File: config.mk
export PLATFORM = sky130hd
export DESIGN_NAME = mac_operand_streamer
export DESIGN_NICKNAME = d
export VERILOG_FILES = /design/src/rtl/mac_operand_streamer.sv
export SDC_FILE = /design/constraint.sdc
export NUM_CORES = 1
export LEC_CHECK = 0
export CAP_MARGIN = 20
export CORE_UTILIZATION = 60
export DETAILED_ROUTE_END_ITERATION = 10
export PLACE_DENSITY_LB_ADDON = 0.3
export SYNTH_ARGS = -nofsm -noshare
export SYNTH_HDL_FRONTEND = slang
export SYNTH_SLANG_ARGS = --single-unit
File: constraint.sdc
create_clock -name clk_i -period 3.8 [get_ports clk_i]
set_input_delay 0.76 -clock clk_i [delete_from_list [all_inputs] [get_ports clk_i]]
set_output_delay 0.76 -clock clk_i [all_outputs]
set_load 0.01 [all_outputs]
File: src/rtl/mac_operand_streamer.sv
// Buffers a vector of fixed-point operand pairs, then streams them to a MAC
// with an accumulator-clear pulse before the first pair and a done pulse after the last.
module mac_operand_streamer #(
    parameter int int_in_lp  = 1,
    parameter int frac_in_lp = 11,
    parameter int depth_p    = 16
) (
    input  logic                            clk_i,
    input  logic                            reset_i,
    input  logic                            load_valid_i,
    output logic                            load_ready_o,
    input  logic [int_in_lp+frac_in_lp-1:0] load_a_i,
    input  logic [int_in_lp+frac_in_lp-1:0] load_b_i,
    input  logic                            load_last_i,
    output logic                            valid_o,
    input  logic                            ready_i,
    output logic [int_in_lp+frac_in_lp-1:0] a_o,
    output logic [int_in_lp+frac_in_lp-1:0] b_o,
    output logic                            last_o,
    output logic                            acc_clear_o,
    output logic                            done_o
);
    localparam int width_lp  = int_in_lp + frac_in_lp;
    localparam int addr_w_lp = $clog2(depth_p);
    localparam int cnt_w_lp  = addr_w_lp + 1;

    typedef enum logic {
        LOAD,
        STREAM
    } state_e;

    state_e                  state_r, state_n;
    logic [cnt_w_lp-1:0]     count_r;
    logic [addr_w_lp-1:0]    rd_idx_r;
    logic                    clear_pending_r;
    logic                    done_r;
    logic [2*width_lp-1:0]   buf_r [depth_p];
    logic                    load_hs;
    logic                    stream_hs;
    logic                    load_final;
    logic                    last_entry;

    // A full buffer forces the beat to be treated as the final one.
    assign load_final = load_last_i || (count_r == cnt_w_lp'(depth_p - 1));
    assign last_entry = ({1'b0, rd_idx_r} == (count_r - cnt_w_lp'(1)));

    always_ff @(posedge clk_i) begin
        if (reset_i) begin
            state_r <= LOAD;
        end else begin
            state_r <= state_n;
        end
    end

    always_comb begin
        state_n      = state_r;
        load_ready_o = 1'b0;
        valid_o      = 1'b0;
        last_o       = 1'b0;
        acc_clear_o  = 1'b0;
        load_hs      = 1'b0;
        stream_hs    = 1'b0;
        case (state_r)
            LOAD: begin
                load_ready_o = 1'b1;
                load_hs      = load_valid_i;
                if (load_hs && load_final) begin
                    state_n = STREAM;
                end
            end
            STREAM: begin
                // The first STREAM cycle only clears the accumulator.
                acc_clear_o = clear_pending_r;
                valid_o     = !clear_pending_r;
                last_o      = !clear_pending_r && last_entry;
                stream_hs   = !clear_pending_r && ready_i;
                if (stream_hs && last_entry) begin
                    state_n = LOAD;
                end
            end
            default: state_n = LOAD;
        endcase
    end

    always_ff @(posedge clk_i) begin
        if (reset_i) begin
            count_r         <= '0;
            rd_idx_r        <= '0;
            clear_pending_r <= 1'b0;
            done_r          <= 1'b0;
        end else begin
            clear_pending_r <= load_hs && load_final;
            done_r          <= stream_hs && last_o;
            if (load_hs) begin
                count_r <= count_r + cnt_w_lp'(1);
            end
            if (stream_hs) begin
                if (last_o) begin
                    count_r  <= '0;
                    rd_idx_r <= '0;
                end else begin
                    rd_idx_r <= rd_idx_r + addr_w_lp'(1);
                end
            end
        end
    end

    // Operand storage carries no reset; contents are only read after being written.
    always_ff @(posedge clk_i) begin
        if (load_hs) begin
            buf_r[count_r[addr_w_lp-1:0]] <= {load_a_i, load_b_i};
        end
    end

    assign a_o    = buf_r[rd_idx_r][2*width_lp-1:width_lp];
    assign b_o    = buf_r[rd_idx_r][width_lp-1:0];
    assign done_o = done_r;

endmodule

==> results.sh <==
export IMPL_status="complete, no violations"
export IMPL_drtAntennaViolNets=0
export IMPL_crit_fanout=29
export IMPL_post_synth_xor_area_fraction=0.00573
export IMPL_static_leakage_power_nw=5.42
export IMPL_mapped_avg_cell_area_um2=23.8
export IMPL_num_io_pins=58
export IMPL_cell_internal_power_dissipation_mw=7.17
export IMPL_final_hold_viol_count=0
export IMPL_worst_setup_path_end_kind="primary output"
export IMPL_crit_reg2reg_launch="count_r[2]"
export IMPL_worstSetupStartpointType="flop"
export IMPL_io_buffers=57
export IMPL_layout_cells_most_common_list="384 x sky130_fd_sc_hd__edfxtp_1, 120 x sky130_fd_sc_hd__mux4_2, 57 x sky130_fd_sc_hd__clkdlybuf4s50_1"
export IMPL_timing_clock_skew_ns=0.0113
export IMPL_whs_path_depth=2
export IMPL_worst_r2r_cell_count=3
export IMPL_clock_sinks=400
export IMPL_cts_root_buf="sky130_fd_sc_hd__clkbuf_16"
export IMPL_num_antenna_cells=0
export IMPL_drive_gt1_frac=0.297
export IMPL_cts_clk_slew_worst_paths_ns=0.06
export IMPL_cts_max_level=2
export IMPL_floorplan_initialDensity=0.609
export IMPL_postSynthNetCount=679
export IMPL_number_of_antenna_violations_at_the_first_check_in_global_routing=0
export IMPL_power_switching_mw=1.81
export IMPL_drv_max_cap_violation_count=0
export IMPL_num_nets_final=779
export IMPL_grt_remaining_overflow=0
export IMPL_worst_hold_path_endpoint="state_r"
export IMPL_wire_length_of_the_first_global_routing_pass_um=48200
export IMPL_synth_cell_types=30
export IMPL_cts_buffer_depth=3
export IMPL_route_detailed_drc=0
export IMPL_critical_path_class="reg2out"
export IMPL_synth_area_mm2=0.0153
export IMPL_seq_power_share=0.548
export IMPL_fp_dieArea_mm2=0.0261
export IMPL_total_power_mw=8.98
export IMPL_yosysSeqAreaShare=0.775
export IMPL_cts_tree="done"
export IMPL_numCtsBuffers=39
export IMPL_synth_simple_gate_area_share=0.0151
export IMPL_maximum_frequency_from_static_timing_analysis_mhz=273
export IMPL_drt_vias_per_instance=6.50
export IMPL_core_area_mm2=0.0251
export IMPL_synth_fa_ha_area_frac=0.00491
export IMPL_power_density_mw_per_mm2=509
export IMPL_mostFrequentLayoutCell="sky130_fd_sc_hd__edfxtp_1"
export IMPL_setup_total_negative_slack_ns=0
export IMPL_hold_worst_slack_ns=0.562
export IMPL_final_util=0.703
export IMPL_compound_gate_portion_of_the_synthesized_area=0.00761
export IMPL_avgRoutedWirePerCell_um=29.7
export IMPL_area_delta_synth_final_pct=15.4
export IMPL_cp_common_cell="sky130_fd_sc_hd__mux4_2"
export IMPL_preCtsSetupSlack_ns=0.554
export IMPL_drt_total_wl_um=32700
export IMPL_timing_max_slew_rel_slack=0.529
export IMPL_place_gp_congestion=0.721
export IMPL_fp_dieH_um=162
export IMPL_clk_latency_ns=0.52
export IMPL_post_route_min_period_ns=3.67
export IMPL_dr_first_iter_drc_count=823
export IMPL_synthCells=644
export IMPL_final_area_mm2=0.0177
export IMPL_swShare=0.202
export IMPL_row_count=58
export IMPL_rsz_0062_raised_after_global_routing="false"
export IMPL_dp_cells=1032
export IMPL_worst_hold_startpoint="state_r"
export IMPL_dpl_hpwl_um=16900
export IMPL_power_combinational_fraction=0.053
export IMPL_synth_seq_cells=400
export IMPL_proportion_of_synthesized_area_in_mux_cells=0.177
export IMPL_slew_viol_final=0
export IMPL_setup_slack_ns=0.133
export IMPL_regToRegEndpoint="buf_r[14][13]"
export IMPL_post_route_period_util=0.965
export IMPL_ys_warnings_count=0
export IMPL_min_delay_path_class="reg2reg"
export IMPL_arrival_ns=2.91
export IMPL_clockPowerShare=0.400
export IMPL_first_global_vias=7694
export IMPL_critical_path_slowest_cell="sky130_fd_sc_hd__dfxtp_4"
export IMPL_worst_endpoint_required_ns=3.04
export IMPL_setup_violations=0
export IMPL_num_vias=7159
export IMPL_timing_critical_path_cells="buf_4, mux4_2, mux4_2, clkdlybuf4s50_1"
export IMPL_regToRegSetupSlack_ns=1.72
export IMPL_cts_hold_repair_buffers=0
export IMPL_drt_pre_antenna_iters=4
export IMPL_die_w_um=162
export IMPL_grt_total_usage=0.265
export IMPL_worst_ir_drop_vdd_uv=381
export IMPL_placed_area_mm2=0.0165
export IMPL_maximum_number_of_pins_on_one_net_before_global_route_repair=42
export IMPL_worst_pin_slew_ns=0.706
export IMPL_synth_top_family_by_area="multiplexers"
export IMPL_finalNonFillerCells=1101
export IMPL_max_stage_delay_ns=0.64
-- cell families after synthesis --
group | after synthesis
DFF | 400
adders and majority gates | 6
muxes | 120
buffers and inverters | 42
and+or+nand+nor | 48
xor gates and xnor gates | 10
AOI/OAI and AO/OA | 18
-- worst max path at each step --
stage / endpoint / from / slack [ns] / cells after the start
global placement: a_o[3] / flop / 0.57 / 4
detailed placement: b_o[8] / flop / 0.55 / 4
global route: b_o[10] / flop / 0.04 / 4
finish: a_o[10] / flop / 0.13 / 4
CTS: a_o[10] / flop / 0.11 / 4
floorplan: buf_r[3][0] / load_valid_i / 0.32 / 4
-- flip-flops by register name (all words and copies together) (netlist names), named ones only --
signal,flops
buf_r,384
clear_pending_r,1
count_r,5
done_o,1
rd_idx_r,4
state_r,1
-- Yosys cell counts --
| master | instances | area [µm²] |
|---|---|---|
| sky130_fd_sc_hd__nor3_1 | 6 | 30.0 |
| sky130_fd_sc_hd__o32ai_1 | 1 | 8.76 |
| sky130_fd_sc_hd__buf_8 | 4 | 60.1 |
| sky130_fd_sc_hd__a21oi_1 | 5 | 25.0 |
| sky130_fd_sc_hd__xnor2_1 | 5 | 43.8 |
| sky130_fd_sc_hd__mux4_2 | 120 | 2700 |
| sky130_fd_sc_hd__and2_1 | 2 | 12.5 |
| sky130_fd_sc_hd__nand4_1 | 2 | 12.5 |
| sky130_fd_sc_hd__ha_1 | 6 | 75.1 |
| sky130_fd_sc_hd__nand2b_1 | 3 | 18.8 |
| sky130_fd_sc_hd__o22ai_1 | 2 | 12.5 |
| sky130_fd_sc_hd__dfxtp_1 | 16 | 320 |
| sky130_fd_sc_hd__xor2_1 | 5 | 43.8 |
| sky130_fd_sc_hd__buf_1 | 4 | 15.0 |
| sky130_fd_sc_hd__and3_1 | 3 | 18.8 |
| sky130_fd_sc_hd__clkbuf_2 | 1 | 5.00 |
| sky130_fd_sc_hd__and2_0 | 1 | 6.26 |
| sky130_fd_sc_hd__nor4bb_1 | 1 | 10.0 |
| sky130_fd_sc_hd__inv_1 | 7 | 26.3 |
| sky130_fd_sc_hd__clkbuf_1 | 13 | 48.8 |
| sky130_fd_sc_hd__nand3_1 | 1 | 5.00 |
| sky130_fd_sc_hd__nor3b_1 | 1 | 7.51 |
| sky130_fd_sc_hd__buf_2 | 11 | 55.1 |
| sky130_fd_sc_hd__a211oi_1 | 8 | 60.1 |
| sky130_fd_sc_hd__nand2_1 | 11 | 41.3 |
| sky130_fd_sc_hd__nor2_1 | 15 | 56.3 |
| sky130_fd_sc_hd__o21ai_0 | 2 | 10.0 |
| sky130_fd_sc_hd__edfxtp_1 | 384 | 11500 |
| sky130_fd_sc_hd__nor2b_1 | 2 | 12.5 |
| sky130_fd_sc_hd__buf_6 | 2 | 22.5 |
-- layer usage --
| metal | wire length (µm) | GRT usage | share of wire | vias up |
|---|---|---|---|---|
| met5 | 0 | 0 | 0 | - |
| met4 | 1220 | 0.109 | 0.037 | 0 |
| met3 | 2590 | 0.0434 | 0.079 | 90 |
| met2 | 17100 | 0.450 | 0.52 | 380 |
| met1 | 11800 | 0.345 | 0.36 | 3760 |
| li1 | - | - | - | 2929 |
-- power by group through the flow --
stage               clock network (mW)  logic (mW)  registers, mW
floorplan                            0       0.262           5.00
global placement                     0       0.446           5.01
detailed placement                   0       0.464           5.01
CTS                               3.62       0.475           4.92
finish                            3.59       0.472           4.92
global route                      3.79       0.502           4.92
-- what timing repair did --
item,in CTS,in global routing
setup endpoints to repair,4,1
resized for setup,0,1
setup buffers,1,0
-- worst max-delay path: cells and delay by family, from the launching register on --
family	cells	cell delay [ns]
mux	2	0.87
buf+inv	2	0.87
flops	1	0.64
-- area by class of cell --
cell class              count  area (µm²)
fillers                  1501        7450
flip-flops and latches    400       11900
well taps                 330         413
multi-input cells         202        3270
repair buffers             94         915
clock inverters            17         114
clock buffers              51        1060
inverters                   7        26.3
Note: power is estimated with default switching activity, not from simulation.
